**src/rtl/dq_train_pkg.sv**
```systemverilog
// Shared types and constants for the DQ read-training sequencer.
// Optional build macro: DQ_TRAIN_TIMEOUT_EN (read-starvation timeout).
package dq_train_pkg;

  localparam int TAP_W = 8;
  localparam logic [7:0] PATTERN_DEF = 8'h55;

  typedef logic [TAP_W-1:0] tap_t;

  typedef enum logic [3:0] {
    S_IDLE,
    S_LOAD,
    S_CLEAR,
    S_SETTLE,
    S_SAMPLE,
    S_EVAL,
    S_STEP,
    S_CENTER,
    S_FIN_OK,
    S_FIN_FAIL
  } state_e;

endpackage

```
**src/rtl/dq_train_window_tracker.sv**
```systemverilog
// Passing-window bookkeeping: start/end/in_window, width qualification
// and the centre tap of the accepted window.
module dq_train_window_tracker
  import dq_train_pkg::*;
#(
  parameter int MIN_WINDOW = 8
) (
  input  logic clk,
  input  logic rst_n,
  input  logic clear_i,
  input  logic eval_i,
  input  logic pass_i,
  input  tap_t tap_i,
  output tap_t start_o,
  output tap_t end_o,
  output tap_t target_o,
  output logic in_win_o,
  output logic win_ok_o
);

  localparam logic [TAP_W:0] MIN_W = (TAP_W+1)'(MIN_WINDOW);

  tap_t start_q;
  tap_t end_q;
  logic in_win_q;

  tap_t cur_start;
  logic [TAP_W:0] w_pass;
  logic [TAP_W:0] w_hold;

  // Widths are one bit wider so a full 256-tap window does not wrap.
  always_comb begin
    cur_start = in_win_q ? start_q : tap_i;
    w_pass = {1'b0, tap_i} - {1'b0, cur_start} + 9'd1;
    w_hold = {1'b0, end_q} - {1'b0, start_q} + 9'd1;
    win_ok_o = pass_i ? (w_pass >= MIN_W)
                      : (in_win_q && (w_hold >= MIN_W));
  end

  always_ff @(posedge clk or negedge rst_n) begin
    if (!rst_n) begin
      start_q <= '0;
      end_q <= '0;
      in_win_q <= 1'b0;
    end else if (clear_i) begin
      start_q <= '0;
      end_q <= '0;
      in_win_q <= 1'b0;
    end else if (eval_i) begin
      if (pass_i) begin
        start_q <= cur_start;
        end_q <= tap_i;
        in_win_q <= 1'b1;
      end else if (in_win_q && !win_ok_o) begin
        in_win_q <= 1'b0;
      end
    end
  end

  assign start_o = start_q;
  assign end_o = end_q;
  assign in_win_o = in_win_q;
  assign target_o = start_q + ((end_q - start_q) >> 1);

endmodule

```
**src/rtl/dq_read_train_ctrl.sv**
```systemverilog
// Per-lane DQ read-training sequencer driving the IOD delay line.
// Optional build macro: DQ_TRAIN_TIMEOUT_EN (fail on read starvation).
module dq_read_train_ctrl
  import dq_train_pkg::*;
#(
  parameter int NUM_TAPS = 128,
  parameter int SETTLE_CYCLES = 8,
  parameter int SAMPLES_PER_TAP = 4,
  parameter int MIN_WINDOW = 8,
  parameter logic [7:0] PATTERN = PATTERN_DEF,
  parameter int TIMEOUT_CYCLES = 1024
) (
  input  logic FAB_CLK,
  input  logic ARST_N,
  input  logic START,
  input  logic DDR_DO_READ,
  input  logic [7:0] RX_DATA,
  input  logic EYE_MONITOR_EARLY,
  input  logic EYE_MONITOR_LATE,
  input  logic DELAY_LINE_OUT_OF_RANGE,
  output logic DELAY_LINE_LOAD,
  output logic DELAY_LINE_MOVE,
  output logic DELAY_LINE_DIRECTION,
  output logic EYE_MONITOR_CLEAR_FLAGS,
  output logic [7:0] TAP_VALUE,
  output logic [7:0] WINDOW_START,
  output logic [7:0] WINDOW_END,
  output logic BUSY,
  output logic DONE,
  output logic FAIL
);

  localparam logic [15:0] SET_LAST = 16'(SETTLE_CYCLES - 1);
  localparam logic [15:0] SMP_LAST = 16'(SAMPLES_PER_TAP - 1);
  localparam tap_t LAST_TAP = tap_t'(NUM_TAPS - 1);

  state_e state_q, state_d;
  tap_t tap_q, tap_d;
  logic [15:0] set_cnt_q, set_cnt_d;
  logic [15:0] smp_cnt_q, smp_cnt_d;
  logic bad_q, bad_d;
  logic gap_q, gap_d;
`ifdef DQ_TRAIN_TIMEOUT_EN
  localparam logic [15:0] TO_LAST = 16'(TIMEOUT_CYCLES - 1);
  logic [15:0] to_cnt_q, to_cnt_d;
`endif

  logic trk_clear, trk_eval;
  logic in_win, win_ok, pass, beat_bad;
  tap_t target;

  assign pass = !bad_q;
  assign beat_bad = (RX_DATA != PATTERN) || EYE_MONITOR_EARLY
                 || EYE_MONITOR_LATE;

  always_comb begin
    state_d = state_q;
    tap_d = tap_q;
    set_cnt_d = set_cnt_q;
    smp_cnt_d = smp_cnt_q;
    bad_d = bad_q;
    gap_d = gap_q;
`ifdef DQ_TRAIN_TIMEOUT_EN
    to_cnt_d = to_cnt_q;
`endif
    trk_clear = 1'b0;
    trk_eval = 1'b0;
    DELAY_LINE_LOAD = 1'b0;
    DELAY_LINE_MOVE = 1'b0;
    DELAY_LINE_DIRECTION = 1'b0;
    EYE_MONITOR_CLEAR_FLAGS = 1'b0;
    unique case (state_q)
      S_IDLE, S_FIN_OK, S_FIN_FAIL: begin
        if (START) begin
          state_d = S_LOAD;
          tap_d = '0;
          trk_clear = 1'b1;
        end
      end
      S_LOAD: begin
        DELAY_LINE_LOAD = 1'b1;
        state_d = S_CLEAR;
      end
      S_CLEAR: begin
        EYE_MONITOR_CLEAR_FLAGS = 1'b1;
        smp_cnt_d = '0;
        set_cnt_d = '0;
        bad_d = 1'b0;
`ifdef DQ_TRAIN_TIMEOUT_EN
        to_cnt_d = '0;
`endif
        state_d = S_SETTLE;
      end
      S_SETTLE: begin
        if (set_cnt_q == SET_LAST) state_d = S_SAMPLE;
        else set_cnt_d = set_cnt_q + 16'd1;
      end
      S_SAMPLE: begin
        if (DDR_DO_READ) begin
          smp_cnt_d = smp_cnt_q + 16'd1;
          bad_d = bad_q | beat_bad;
          if (smp_cnt_q == SMP_LAST) state_d = S_EVAL;
        end
`ifdef DQ_TRAIN_TIMEOUT_EN
        if (DDR_DO_READ) to_cnt_d = '0;
        else if (to_cnt_q == TO_LAST) state_d = S_FIN_FAIL;
        else to_cnt_d = to_cnt_q + 16'd1;
`endif
      end
      S_EVAL: begin
        trk_eval = 1'b1;
        gap_d = 1'b0;
        // A closing window takes priority over the sweep-end check.
        if (!pass && in_win && win_ok) state_d = S_CENTER;
        else if (tap_q == LAST_TAP || DELAY_LINE_OUT_OF_RANGE)
          state_d = (pass && win_ok) ? S_CENTER : S_FIN_FAIL;
        else state_d = S_STEP;
      end
      S_STEP: begin
        DELAY_LINE_MOVE = 1'b1;
        DELAY_LINE_DIRECTION = 1'b1;
        tap_d = tap_q + 8'd1;
        state_d = S_CLEAR;
      end
      S_CENTER: begin
        if (tap_q <= target) begin
          state_d = S_FIN_OK;
        end else if (!gap_q) begin
          DELAY_LINE_MOVE = 1'b1;
          tap_d = tap_q - 8'd1;
          gap_d = 1'b1;
        end else begin
          gap_d = 1'b0;
        end
      end
      default: state_d = S_IDLE;
    endcase
  end

  always_ff @(posedge FAB_CLK or negedge ARST_N) begin
    if (!ARST_N) begin
      state_q <= S_IDLE;
      tap_q <= '0;
      set_cnt_q <= '0;
      smp_cnt_q <= '0;
      bad_q <= 1'b0;
      gap_q <= 1'b0;
    end else begin
      state_q <= state_d;
      tap_q <= tap_d;
      set_cnt_q <= set_cnt_d;
      smp_cnt_q <= smp_cnt_d;
      bad_q <= bad_d;
      gap_q <= gap_d;
    end
  end

`ifdef DQ_TRAIN_TIMEOUT_EN
  always_ff @(posedge FAB_CLK or negedge ARST_N) begin
    if (!ARST_N) to_cnt_q <= '0;
    else to_cnt_q <= to_cnt_d;
  end
`endif

  dq_train_window_tracker #(
    .MIN_WINDOW(MIN_WINDOW)
  ) u_trk (
    .clk     (FAB_CLK),
    .rst_n   (ARST_N),
    .clear_i (trk_clear),
    .eval_i  (trk_eval),
    .pass_i  (pass),
    .tap_i   (tap_q),
    .start_o (WINDOW_START),
    .end_o   (WINDOW_END),
    .target_o(target),
    .in_win_o(in_win),
    .win_ok_o(win_ok)
  );

  assign TAP_VALUE = tap_q;
  assign DONE = (state_q == S_FIN_OK);
  assign FAIL = (state_q == S_FIN_FAIL);
  assign BUSY = !(state_q == S_IDLE || DONE || FAIL);

endmodule

```
**config.mk**
```make
export PLATFORM = sky130hd
export DESIGN_NAME = dq_read_train_ctrl
export DESIGN_NICKNAME = d
export VERILOG_FILES = /design/src/rtl/dq_train_pkg.sv /design/src/rtl/dq_train_window_tracker.sv /design/src/rtl/dq_read_train_ctrl.sv
export SDC_FILE = /design/constraint.sdc
export NUM_CORES = 1
export LEC_CHECK = 0
export ABC_CLOCK_PERIOD_IN_PS = 4600
export BUFFER_PORTS_ARGS = -buffer_cell sky130_fd_sc_hd__buf_2
export CAP_MARGIN = 15
export CORE_UTILIZATION = 50
export DETAILED_ROUTE_END_ITERATION = 16
export GPL_TIMING_DRIVEN = 0
export PLACE_DENSITY = 0.82
export SYNTH_ARGS = -nofsm -noshare
export SYNTH_HDL_FRONTEND = slang
export SYNTH_SLANG_ARGS = --single-unit
```
**constraint.sdc**
```tcl
create_clock -name FAB_CLK -period 4.6 [get_ports FAB_CLK]
set_input_delay 0.92 -clock FAB_CLK [delete_from_list [all_inputs] [get_ports FAB_CLK]]
set_output_delay 0.92 -clock FAB_CLK [all_outputs]
set_load 0.005 [all_outputs]
```
## After elaboration in Yosys (flattened, before gate mapping)

Index checks and enable logic that the tools add are counted.

| storage, ports and cells | value |
|---|---|
| register bits after elaboration | 63 |
| bits of input ports | 15 |
| output and inout port bits | 31 |

| cells by class | value |
|---|---|
| add/sub/neg operators | 10 |
| $lt $le $gt $ge | 3 |
| equal/unequal tests | 23 |
| mux-type cells | 42 |
| bitwise operators | 1 |
| reduce and logical (&&, ||, !) cells | 28 |

Operator list:

| cell | number |
|---|---|
| 8-bit two-way mux | 10 |
| 16-bit one-hot mux with 2 select lines | 2 |
| 16-bit by 1-bit adder with 16-bit output (second input constant) | 2 |
| 16-bit two-way mux | 2 |
| 4-bit two-way mux | 8 |
| 4-bit one-hot mux with 7 select lines | 1 |
| 8-bit one-hot mux with 3 select lines | 1 |
| 9-bit by 1-bit adder with 9-bit output (second input constant) | 2 |
| 9-bit by 4-bit >= comparator with 1-bit output (second input constant) | 2 |
| 8-bit by 8-bit subtractor with 9-bit output | 2 |
| 16-bit by 2-bit equality test with 1-bit output (second input constant) | 1 |
| 16-bit by 3-bit equality test with 1-bit output (second input constant) | 1 |
| 4-bit by 3-bit equality test with 1-bit output (second input constant) | 4 |
| 2-bit != test (second input constant) | 8 |
| 1-bit two-way mux | 15 |
| 2-bit AND reduction | 5 |
| 8-bit by 1-bit adder with 8-bit output (second input constant) | 1 |
| 8-bit by 7-bit adder with 8-bit output | 1 |
| 4-bit by 2-bit equality test with 1-bit output (second input constant) | 2 |
| 4-bit equality test (second input constant) | 2 |
| 8-bit by 7-bit equality test with 1-bit output (second input constant) | 1 |
| 8-bit <= comparator | 1 |
| 8-bit by 7-bit != test with 1-bit output (second input constant) | 1 |
| 2-bit nonzero test | 4 |
| 16 further kinds | 28 |

## Depth between registers and ports, before layout

| depth | value |
|---|---|
| word-level depth | 11 |
| mapped depth | 22 |
| depth with buffers taken out | 21 |

## Hierarchy

Synthesis repeated with hierarchy kept, for this count alone.

| second synthesis, totals | value |
|---|---|
| cells, all modules | 580 |
| area, all modules | 5181.2 sq um |

By module, submodules not included:

| module | times used | cells an instance | area an instance (sq um) | sequential area each (sq um) |
|---|---|---|---|---|
| dq_read_train_ctrl | 1 | 336 | 3031.7 | 1151.1 |
| dq_train_window_tracker | 1 | 244 | 2149.6 | 425.4 |

## Worst setup path before layout

Ideal clock, no wire load.

| timing path | value |
|---|---|
| kind | register to output |
| start point | reg u_trk.start_q[0] (netlist: u_trk.start_o[0]) |
| end point | out DELAY_LINE_MOVE |
| data arrival time | 3.536 ns |
| data required time | 3.680 ns |
| setup slack | 0.144 ns |
| stages on the path, launching flop included | 17 |
| cells stage by stage | dfrtp_1 -> ha_1 -> fa_1 -> xnor2_1 -> ha_1 -> a21o_1 -> a21oi_1 -> o21bai_1 -> a21oi_1 -> o21ai_0 -> xnor2_1 -> ha_1 -> a21oi_1 -> o21ai_0 -> o21ai_1 -> o22ai_1 -> buf_4 |

| on the way | value |
|---|---|
| word-level cells in the longest chain between the ends | 5 |

RTL lines:

| what | line | RTL |
|---|---|---|
| start: declaration | dq_train_window_tracker.sv:23 | `tap_t start_q;` |
| start signal: assignment | dq_train_window_tracker.sv:51 | `start_q <= cur_start;` |
| 8-bit subtractor | dq_train_window_tracker.sv:63 | `assign target_o = start_q + ((end_q - start_q) >> 1);` |
| 8-bit by 7-bit adder with 8-bit output (*) | dq_train_window_tracker.sv:63 |  |
| 8-bit <= comparator (*) | dq_read_train_ctrl.sv:126 | `if (tap_q <= target) begin` |
| 1-bit two-way mux (*) | dq_read_train_ctrl.sv:126 |  |
| 1-bit one-hot mux with 2 select lines (*) | dq_read_train_ctrl.sv:72 | `unique case (state_q)` |
| end: declaration | dq_read_train_ctrl.sv:22 | `output logic DELAY_LINE_MOVE,` |

Mark *: on every way between the ends. The rest lies on a longest branch, timed or not.

## Final worst setup path

| timing path | value |
|---|---|
| start point | reg u_trk.end_q[0] (netlist: u_trk.end_o[0]) |
| end point | out DELAY_LINE_MOVE |

| on the way | value |
|---|---|
| word-level cells in the longest chain between the ends | 5 |

RTL lines:

| what | line | RTL |
|---|---|---|
| start: declaration | dq_train_window_tracker.sv:24 | `tap_t end_q;` |
| start signal: assignment | dq_train_window_tracker.sv:52 | `end_q <= tap_i;` |
| 8-bit subtractor | dq_train_window_tracker.sv:63 |  |
| 8-bit by 7-bit adder with 8-bit output | dq_train_window_tracker.sv:63 |  |
| 8-bit <= comparator | dq_read_train_ctrl.sv:126 |  |
| 1-bit two-way mux | dq_read_train_ctrl.sv:126 |  |
| 1-bit one-hot mux with 2 select lines | dq_read_train_ctrl.sv:72 |  |

No other way between the ends.

==> impl_metrics.toml <==
[synth]
synth_xor_xnor_area_share_pct = 8.10
proportion_of_register_bits_with_asynchronous_set_or_reset_after_synthesis_pct = 100
ys_types = 63
yosys.area_share.simple_pct = 22.4
synth-edff-count = 0
post_synth_fa_ha_maj_area_fraction_pct = 16.7
synth-warning-count = 0
synthFlopType = "dfrtp_1"
syn_nets = 645
yosysTopAreaCell = "dfrtp_1"
multiplexer_share_of_the_synthesized_area_pct = 3.93
compound_cell_area_share_of_the_yosys_netlist_pct = 13.2
yosys_register_bits = 63
largest_cells_by_area_after_synthesis = "dfrtp_1 31%, ha_1 14%, xnor2_1 4.1%"
syn_area_um2 = 5070
synth.avg_cell_area_um2 = 8.93
synth.yosys.seq_area_share_pct = 31.1
netlist_instances = 567
synth_top_area_share_pct = 31.1
synth_top_family_by_area = "simple AND/OR/NAND/NOR gates"

[layout]
final.fill_count = 826
seq_area_um2 = 1580
synthToLayoutAreaGrowth_pct = 17.3
final_net_count = 717
most_frequent_cells_in_the_layout = "60 x dfrtp_1, 52 x nand2_1, 52 x ha_1"
layout-drive-gt1-share_pct = 20.4
stdcell_count = 775
multiInputGateArea_um2 = 3380
mostFrequentLayoutCell = "dfrtp_1"
antennaDiodeCount = 0

[drt]
drt_wl_total_um = 12700
wl_per_cell_um = 16.4
route.detailed.vias_per_inst = 5.82
dr_total_vias = 4511
detail_route.first_pass.iterations = 5
antenna_violating_nets_post_route = 0
drc = 0
drt_iter0_drc = 240

[worst_setup_path]
cp_cell_sequence = "inv_2 > ha_4 > fa_2 > nor2b_1 > o21ai_1 > nand2b_1 > nand3_1 > nand2_1 > xor2_1 > ha_1 > nand2_1 > o21ai_2 > xnor2_1 > ha_1 > a21oi_2 > o21ai_1 > o21ai_2 > o22ai_2 > buf_6"
critical_path.startpoint = "u_trk.end_o[0]"
cp_top_family = "adder cells"
worst-setup-path-type = "reg -> out"
crit_required_ns = 3.68
critPathCaptureType = "output pin"
crit_arrival_ns = 3.89
worst_path_largest_cell_delay_ns = 0.44
ff2ff_path_depth = 21
critical_path.reg2reg.endpoint = "TAP_VALUE[4]"
worst_path_max_delay_cell = "fa_2"
crit_reg_reg_startpoint = "u_trk.end_o[0]"
r2r_slack_ns = 0.42
critical_path_cell_count = 19
critical_path.max_fanout = 3
timing.critical_path.to = "DELAY_LINE_MOVE"
crit_buf_inv = 2
setup.worst_path.start_class = "register"

[sta]
max-slew-margin-rel_pct = 45.7
fmaxAchievable_mhz = 208
timing.setup.tns_ns = -0.209
post-route-min-period_ns = 4.81
final.hold.worst_slack_ns = 0.514
final_hold_viol_count = 0
finalMaxSlewViolations = 0
tightestPinTransition_ns = 0.814
fin_skew_ns = 0.00842
grt_setup_unrepaired = "true"
final-setup-viol-count = 1
final_setup_slack_of_the_worst_path_ns = -0.209
finalCritPeriodShare_pct = 105

[power_and_ir_drop]
p_sw_share_pct = 47.3
cellInternalPower_mw = 2.72
power_mw = 5.16
switchingPower_mw = 2.44
clkPwrFrac_pct = 11.3
vdd_ir_drop_max_uv = 449
seq_power_share_pct = 16.6
combinationalPowerShare_pct = 72.1
p_leak_nw = 2.77
powerDensity_nw_per_um2 = 868

[floorplan]
die_height_um = 103
top_level_ports = 46
standard_cell_rows = 36
core_um2 = 9820
initial_core_util_pct = 51.6
die_w_um = 103
floorplan.die_area_um2 = 10500

[global_routing]
grt_pass1_wl_um = 20500
grt_pass1_vias = 4581
antenna_found_initial = 0
maximum_number_of_pins_on_one_net_before_global_route_repair = 64
grt_overflow_total = 0
grt_usage_pct = 25.0

[place]
port_buffers = 45
place.detailed.hpwl_um = 8790
gp_routability_congestion = 0.836
post-place-cells = 745

[outcome]
result_of_the_run = "complete, but fails checks"
failed_checks = "setup timing"

[clock_network]
postCtsHoldBufs = 0
cts.clk_slew.worst_paths_ns = 0.07
root_buffer = "clkbuf_8"
clock_latency_ns = 0.34
clockBufferDepth = 2
numCtsBuffers = 9
total_clock_sinks = 63
tritoncts = "done"
cts_htree_levels = 3

[job]
max_cap_viol_count = 0

[hold_path]
class_of_the_worst_hold_path = "reg -> reg"
[Yosys cell counts, drive strengths merged, types with 4 or more instances]
library cell   n
dfrtp         63
ha            55
nor2          53
nand2         52
inv           36
nand3         32
a21oi         30
o21ai         26
xnor2         25
xor2          21
mux2i         12
nand2b        12
clkbuf        11
nand4         11
nor3          10
and3           9
fa             8
nor2b          8
buf            7
mux2           7
or3            7
a21o           6
nor4           6
o211ai         6
nand3b         5
a211o          4
a211oi         4
nor4b          4
o21bai         4
[per-stage QoR]
stage               setup WS [ns]  cell area [um2]  utilization (%)
floorplan                   0.144             5070                -
CTS                        -0.135             5870             59.7
finish                     -0.209             5940             60.5
global placement           -0.379             5460             55.6
detailed placement         -0.469             5460             55.6
global route               -0.371             5940             60.5
[worst min-delay path: cells and delay by family, from the launching register on]
kind             cells  cell delay [ns]
AND/OR/NAND/NOR      1             0.05
AO/OA/AOI/OAI        1             0.06
flip-flops           1             0.37
[sequential cells by signal, summed over array words and instances (netlist names)]
name / cells
u_trk.in_win_o: 1
set_cnt_q: 16
smp_cnt_q: 16
bad_q: 1
TAP_VALUE: 8
u_trk.end_o: 8
state_q: 4
u_trk.start_o: 8
gap_q: 1
[metal layers]
layer / track usage (%) / part of all wire [%]
met1: 27.7 / 41
met2: 47.1 / 52
met3: 4.14 / 4.0
met4: 10.0 / 3.3
met5: 0 / 0
[timing repair]
action,CTS,global route
pin swaps,15,25
gates resized for setup,24,12
setup buffers,11,6
endpoints found under the setup margin,1,1
[worst min-delay path by stage]
| stage | end | from | cells past startpoint | slack, ns |
|---|---|---|---|---|
| global route | gap_q | gap_q | 1 | 0.55 |
| global placement | gap_q | gap_q | 1 | 0.48 |
| finish | set_cnt_q[1] | set_cnt_q[1] | 2 | 0.51 |
| CTS | gap_q | gap_q | 1 | 0.51 |
| floorplan | gap_q | gap_q | 1 | 0.46 |
| detailed placement | gap_q | gap_q | 1 | 0.50 |
[final cells by class]
type	instances	area share, %
clock buffers	10	2.32
plain buffers	17	1.41
well taps	133	2.80
inverters	36	2.27
clock inverters	4	1.60
multi-input cells	450	56.9
repair buffers	62	6.15
flip-flops and latches	63	26.6
[kinds of logic after synthesis]
group | Yosys count
AND/OR/NAND/NOR | 220
AO/OA/AOI/OAI | 102
adder cells (fa/ha/maj) | 63
flip-flops | 63
buffers and inverters | 54
XOR/XNOR | 46
multiplexers | 19
[power groups by stage]
stage	Sequential (mW)	Clock [mW]	Combinational, mW
final	0.858	0.580	3.72
after global routing	0.868	0.616	4.08
after CTS	0.845	0.584	3.39
after detailed placement	0.871	0	3.11
after global placement	0.862	0	2.96
after floorplan	0.815	0	2.45
(Power assumes the default switching activity.)
